===== src/rtl/ccd_frame_sequencer.sv =====
// Frame timing controller for a linear CCD: ICG/SH gate sequencing, per-pixel
// ADC strobes and a programmable integration period latched at each frame start.
module ccd_frame_sequencer #(
    parameter int ICG_LEAD = 2,
    parameter int SH_HIGH  = 25,
    parameter int ICG_LOW  = 100,
    parameter int NUM_PIX  = 3694,
    parameter int PIX_DIV  = 4,
    parameter int CNT_W    = 24,
    parameter int PIX_W    = 12
) (
    input  logic             clk,
    input  logic             rst,
    input  logic             run,
    input  logic [CNT_W-1:0] period,
    output logic             icg,
    output logic             sh,
    output logic             pix_valid,
    output logic [PIX_W-1:0] pix_idx,
    output logic             frame_start,
    output logic             frame_done,
    output logic             busy,
    output logic             clamped
);

    // state       | meaning
    // S_IDLE      | no frame in progress, gates parked (icg=1, sh=0)
    // S_ICG_LEAD  | icg low, waiting ICG_LEAD cycles before SH
    // S_SH_PULSE  | icg low, sh high for SH_HIGH cycles
    // S_ICG_TRAIL | icg low after SH until ICG_LOW cycles have elapsed
    // S_READOUT   | one pix_valid strobe every PIX_DIV cycles, NUM_PIX strobes
    // S_INTEG_WAIT| gates parked until the latched period expires

    localparam int               P_MIN_INT = ICG_LOW + NUM_PIX * PIX_DIV;
    localparam logic [CNT_W-1:0] P_MIN     = CNT_W'(P_MIN_INT);
    localparam int               TMR_W     = $clog2(ICG_LOW + PIX_DIV + 1);
    localparam logic [TMR_W-1:0] LEAD_LD   = TMR_W'(ICG_LEAD - 1);
    localparam logic [TMR_W-1:0] SH_LD     = TMR_W'(SH_HIGH - 1);
    localparam logic [TMR_W-1:0] TRAIL_LD  = TMR_W'(ICG_LOW - ICG_LEAD - SH_HIGH - 1);
    localparam logic [TMR_W-1:0] DIV_LD    = TMR_W'(PIX_DIV - 1);
    localparam logic [PIX_W-1:0] LAST_PIX  = PIX_W'(NUM_PIX - 1);

    typedef enum logic [2:0] {
        S_IDLE,
        S_ICG_LEAD,
        S_SH_PULSE,
        S_ICG_TRAIL,
        S_READOUT,
        S_INTEG_WAIT
    } state_t;

    state_t           state;
    logic [TMR_W-1:0] tmr;
    logic [CNT_W-1:0] prem;

    logic             clamp_req;
    logic [CNT_W-1:0] p_last;
    logic             frame_last;
    logic             start_frame;

    always_comb begin
        clamp_req   = (period < P_MIN);
        p_last      = (clamp_req ? P_MIN : period) - CNT_W'(1);
        frame_last  = (state != S_IDLE) && (prem == '0);
        start_frame = run && ((state == S_IDLE) || frame_last);
    end

    // prem is the frame's remaining-cycle down-counter; it alone decides the frame end,
    // so a period equal to P_MIN may end the frame while still in S_READOUT.
    always_ff @(posedge clk) begin
        if (rst) begin
            state       <= S_IDLE;
            tmr         <= '0;
            prem        <= '0;
            icg         <= 1'b1;
            sh          <= 1'b0;
            pix_valid   <= 1'b0;
            pix_idx     <= '0;
            frame_start <= 1'b0;
            frame_done  <= 1'b0;
            busy        <= 1'b0;
            clamped     <= 1'b0;
        end else begin
            frame_start <= 1'b0;
            frame_done  <= 1'b0;
            pix_valid   <= 1'b0;
            if (start_frame) begin
                state       <= S_ICG_LEAD;
                tmr         <= LEAD_LD;
                prem        <= p_last;
                icg         <= 1'b0;
                sh          <= 1'b0;
                pix_idx     <= '0;
                frame_start <= 1'b1;
                frame_done  <= (p_last == '0);
                busy        <= 1'b1;
                clamped     <= clamp_req;
            end else if (frame_last) begin
                state   <= S_IDLE;
                tmr     <= '0;
                icg     <= 1'b1;
                sh      <= 1'b0;
                busy    <= 1'b0;
                clamped <= 1'b0;
            end else if (state != S_IDLE) begin
                prem       <= prem - CNT_W'(1);
                frame_done <= (prem == CNT_W'(1));
                case (state)
                    S_ICG_LEAD: begin
                        if (tmr != '0) begin
                            tmr <= tmr - TMR_W'(1);
                        end else begin
                            state <= S_SH_PULSE;
                            sh    <= 1'b1;
                            tmr   <= SH_LD;
                        end
                    end
                    S_SH_PULSE: begin
                        if (tmr != '0) begin
                            tmr <= tmr - TMR_W'(1);
                        end else begin
                            state <= S_ICG_TRAIL;
                            sh    <= 1'b0;
                            tmr   <= TRAIL_LD;
                        end
                    end
                    S_ICG_TRAIL: begin
                        if (tmr != '0) begin
                            tmr <= tmr - TMR_W'(1);
                        end else begin
                            state     <= S_READOUT;
                            icg       <= 1'b1;
                            pix_valid <= 1'b1;
                            pix_idx   <= '0;
                            tmr       <= DIV_LD;
                        end
                    end
                    S_READOUT: begin
                        if (tmr != '0) begin
                            tmr <= tmr - TMR_W'(1);
                        end else if (pix_idx == LAST_PIX) begin
                            state <= S_INTEG_WAIT;
                        end else begin
                            pix_valid <= 1'b1;
                            pix_idx   <= pix_idx + PIX_W'(1);
                            tmr       <= DIV_LD;
                        end
                    end
                    S_INTEG_WAIT: begin
                        tmr <= '0;
                    end
                    default: begin
                        state <= S_IDLE;
                    end
                endcase
            end
        end
    end

endmodule


===== config.mk =====
export PLATFORM = sky130hd
export DESIGN_NAME = ccd_frame_sequencer
export DESIGN_NICKNAME = d
export VERILOG_FILES = /design/src/rtl/ccd_frame_sequencer.sv
export SDC_FILE = /design/constraint.sdc
export NUM_CORES = 1
export LEC_CHECK = 0
export CAP_MARGIN = 25
export CORE_ASPECT_RATIO = 1.1
export CORE_MARGIN = 8
export CORE_UTILIZATION = 30
export DETAILED_ROUTE_END_ITERATION = 12
export PLACE_DENSITY = 0.52
export SKIP_CTS_REPAIR_TIMING = 1
export SYNTH_ARGS = -nofsm -noshare
export SYNTH_HDL_FRONTEND = slang
export SYNTH_SLANG_ARGS = --single-unit

===== constraint.sdc =====
create_clock -name clk -period 3.1 [get_ports clk]
set_input_delay 0.62 -clock clk [delete_from_list [all_inputs] [get_ports clk]]
set_output_delay 0.62 -clock clk [all_outputs]
set_load 0.01 [all_outputs]

### Word level (Yosys, flattened, before mapping)

Cells that the tools add are included.

| cells by class | value |
|---|---|
| add/sub/neg operators | 4 |
| $lt $le $gt $ge | 1 |
| equal/unequal tests | 23 |
| multiplexer cells | 44 |
| bitwise operators | 3 |
| reduce and logical (&&, ||, !) cells | 27 |

Operator list:

| operator | number |
|---|---|
| $mux W24 | 4 |
| $logic_not A24 Y1 | 2 |
| $sub A24 B1 Y24 const B | 2 |
| $mux W12 | 3 |
| $mux W7 | 5 |
| $pmux W7 S5 | 1 |
| $eq A24 B1 Y1 const B | 1 |
| $lt A24 B14 Y1 const B | 1 |
| $pmux W12 S2 | 1 |
| $mux W1 | 22 |
| $ne A4 B4 Y1 const B | 5 |
| $mux W3 | 5 |
| $pmux W3 S5 | 1 |
| $reduce_and A7 Y1 | 2 |
| $reduce_bool A7 Y1 | 2 |
| $add A12 B1 Y12 const B | 1 |
| $eq A12 B12 Y1 const B | 1 |
| $ne A2 B2 Y1 const B | 6 |
| $ne A3 B3 Y1 const B | 3 |
| $reduce_and A3 Y1 | 3 |
| $reduce_bool A3 Y1 | 3 |
| $reduce_bool A2 Y1 | 4 |
| $sub A7 B1 Y7 const B | 1 |
| $eq A3 B2 Y1 const B | 2 |
| other kinds (16) | 21 |

| word-level totals | value |
|---|---|
| register bits after elaboration | 53 |
| input port bits | 27 |
| output and inout bits | 19 |
| word-level logic and storage cells | 115 |

### Depth between registers and ports, before layout

| logic depth | value |
|---|---|
| depth in word-level cells | 7 |
| depth in mapped cells | 10 |
| gate-level depth less buffers | 8 |

### Least setup slack after synthesis

No wires, ideal clock.

| timing path | value |
|---|---|
| path kind | input -> register |
| start | input period[18] |
| end | register prem[22] |
| setup time | 0.122 ns |
| arrival | 2.099 ns |
| data required time | 2.978 ns |
| setup slack | 0.879 ns |
| cell stages on the path | 6 |
| path buffers | 0 |
| path through | nor4_1 nand4b_1 nor4_1 xnor2_1 nor3_1 a311o_1 |

| between the ends | value |
|---|---|
| longest elaborated chain between the ends | 4 |

Ends and longest elaborated chain:

| what | line | RTL |
|---|---|---|
| from (decl) | 15 | `input logic [CNT_W-1:0] period,` |
| $lt A24 B14 Y1 | 62 | `clamp_req = (period < P_MIN);` |
| $mux W24 (*) | 63 | `p_last = (clamp_req ? P_MIN : period) - CNT_W'(1);` |
| $sub A24 B1 Y24 (*) | 63 |  |
| $mux W24 (*) | 87 | `if (start_frame) begin` |
| to (signal assigned) | 90 | `prem <= p_last;` |
| to (signal assigned) | 106 | `prem <= prem - CNT_W'(1);` |
| to (decl) | 54 | `logic [CNT_W-1:0] prem;` |

Mark *: on every way between the ends. The rest lies on a longest branch, timed or not.
A chain may end at the register's enable or synchronous reset.

### Worst setup path after layout

| timing path | value |
|---|---|
| start | input period[2] |
| end | register prem[22] |

The elaborated chain is that of the path after synthesis.

==> impl_metrics.toml <==
[yosys]
synth_compound_area_share_pct = 22.2
ys_top_cells_by_area = "dfxtp_1, nor2_1, a21oi_1"
syn_nets = 501
yosysSeqAreaShare_pct = 29.6
yosys_warnings = 0
synth_area_per_cell_sq_um = 7.70
synth-seq-cells = 53
synth_top_area_cell = "dfxtp_1"
synth_edf_count = 0
synthAdderAreaFrac_pct = 2.79
synthFlopType = "dfxtp_1"
ys_types = 70
synth.top_cell.area_share_pct = 29.6
synthMuxAreaShare_pct = 0.279
synthArstFlopShare_pct = 0
synth_xor_area_share_pct = 5.86
syn_area_sq_um = 3590
yosys.area_share.simple_pct = 35.3
synth_top_family_by_area = "simple AND/OR/NAND/NOR gates"
syn_inst = 466

[grt]
grt_overflow = 0
grt_pass1_wl_microns = 18300
grt_max_degree = 27
antenna_found_initial = 0
grt_usage_pct = 14.1
grt_pass1_vias = 3641

[sta]
tightest_slew_ns = 0.818
fin_crit_ns = 2.65
slew_viol_final = 0
fmax_ghz = 0.377
rsz0062_at_grt = "no"
post-route-period-util_pct = 85.6
finalSetupTns_ns = 0
finalHoldViolations = 0
fin_skew_ns = 0.00635
fin_worst_hold_slack_ns = 0.476
setup_viol = 0
relSlewSlack_pct = 45.2

[die]
rows = 42
dieHeight_microns = 131
num_io_pins = 46
start_util_pct = 30.2
die_w_microns = 120
coreArea_sq_um = 11900
die_area_sq_um = 15700

[routing]
num_vias = 3637
via_per_inst = 5.42
drc_errors = 0
wl_microns = 10800
routedWlPerCell_microns = 16.1
first_iter_violations = 205
antenna_left = 0
first_pass_iters = 4

[critical_path]
required_ns = 3.28
critPathArrivalTime_ns = 2.83
worst-setup-path-type = "input port to register"
worstSetupStartpointType = "input port"
cp_max_fo = 5
end_kind = "register"

[cells_and_area]
final_core_util_pct = 37.5
layout_common_cells = "nor2_1, dfxtp_1, clkdlybuf4s50_1, nand2_1, a21oi_1"
area_delta_synth_final_pct = 24.1
final_cell_area_sq_um = 4450
diodes = 0
layout.cells.most_common = "nor2_1"
drive_gt1_share_pct = 9.28
final_nets = 551

[job]
timing.max_cap.violations = 0

[clocking]
clk_pin_slew_ns = 0.07
cts.sinks = 53
cts_max_path_buffers = 2
cts_tree = "built"
cts_root_buf = "clkbuf_16"
numCtsBuffers = 5
h-tree-depth = 2
worstSkewPairLatency_ns = 0.29

[placed_design]
dp_hpwl_microns = 8340
placed_area_sq_um = 4280
gp_congestion = 0.876
io_buffers = 45

[power]
power_density_nw_per_um2 = 783
p_leak_nw = 1.56
peakVddDrop_uv = 255

[status]
outcome = "finished clean"

[min_path]
hold_path_class = "register to register"
[state kept, by name, indices dropped and copies added, names as in the netlist]
signal and cells:
prem 24, clamped 1, icg 1, state 3, frame_start 1, busy 1
pix_valid 1, sh 1, tmr 7, frame_done 1, pix_idx 12
[per-stage QoR]
stage / std cells / setup WS [ns] / total power, W
after floorplan: 466 / 0.879 / 0.00229
after global placement: 663 / 0.213 / 0.00280
after detailed placement: 663 / 0.158 / 0.00283
after CTS: 671 / 0.468 / 0.00350
after global routing: 671 / 0.240 / 0.00378
final: 671 / 0.446 / 0.00349
[worst paths after layout]
check | cells after the start | to | from | slack (ns)
max | 8 | prem[22] | period[2] | 0.45
min | 2 | busy | busy | 0.48
max reg2reg | 8 | prem[4] | prem[0] | 0.49
min reg2reg | 2 | busy | busy | 0.48
[kinds of logic after synthesis]
family,after synthesis
adder cells (fa/ha/maj),8
flip-flops,53
AO/OA/AOI/OAI,120
XOR/XNOR,24
buffers and inverters,34
AND/OR/NAND/NOR,226
multiplexers,1
[worst max-delay path, stage by stage]
cell and delay (ns):
clkdlybuf4s50_1 0.51, nor4_4 0.40, nand4_1 0.22, nor4_1 0.42
buf_4 0.20, xnor2_1 0.12, nor3_1 0.07, a311o_1 0.28
[power by group]
| part | internal, W | leakage [nW] | switching [W] |
|---|---|---|---|
| Sequential | 0.000828 | 0.434 | 0.000172 |
| Clock | 0.000404 | 0.0841 | 0.000257 |
| Combinational | 0.000717 | 1.04 | 0.00111 |
[Yosys cell counts, types with 3 or more instances]
master,number
a211oi_1,8
buf_2,7
xor2_1,7
o22ai_1,4
o211a_1,3
xnor2_1,17
nand3_1,20
or4_1,5
o21ai_0,22
inv_1,14
and2_0,3
nor3_1,28
a31oi_1,11
nand2b_1,4
ha_1,8
nand2_1,33
nand4b_1,4
nand4_1,5
or3_1,16
nor4_1,14
dfxtp_1,53
and3_1,7
o31ai_1,6
nor3b_1,3
clkbuf_1,11
a21oi_1,33
nor2_1,57
[area by class of cell]
class                      count  area [sq um]
clock buffer                   7           143
multi-input combinational    379          2390
sequential                    53          1060
inverter                      14          52.6
clock inverter                 1          30.0
fill                        1259          7430
tap                          154           193
timing repair buffer          63           586
[per-layer routing]
layer / wire length, microns / global-route usage, % / up-vias
met4: 136 / 4.71 / 0
li1: - / - / 1844
met2: 5120 / 24.2 / 86
met1: 5020 / 17.3 / 1700
met3: 532 / 3.01 / 7
met5: 0 / 0 / -
Note: power is estimated with default switching activity, not from simulation.
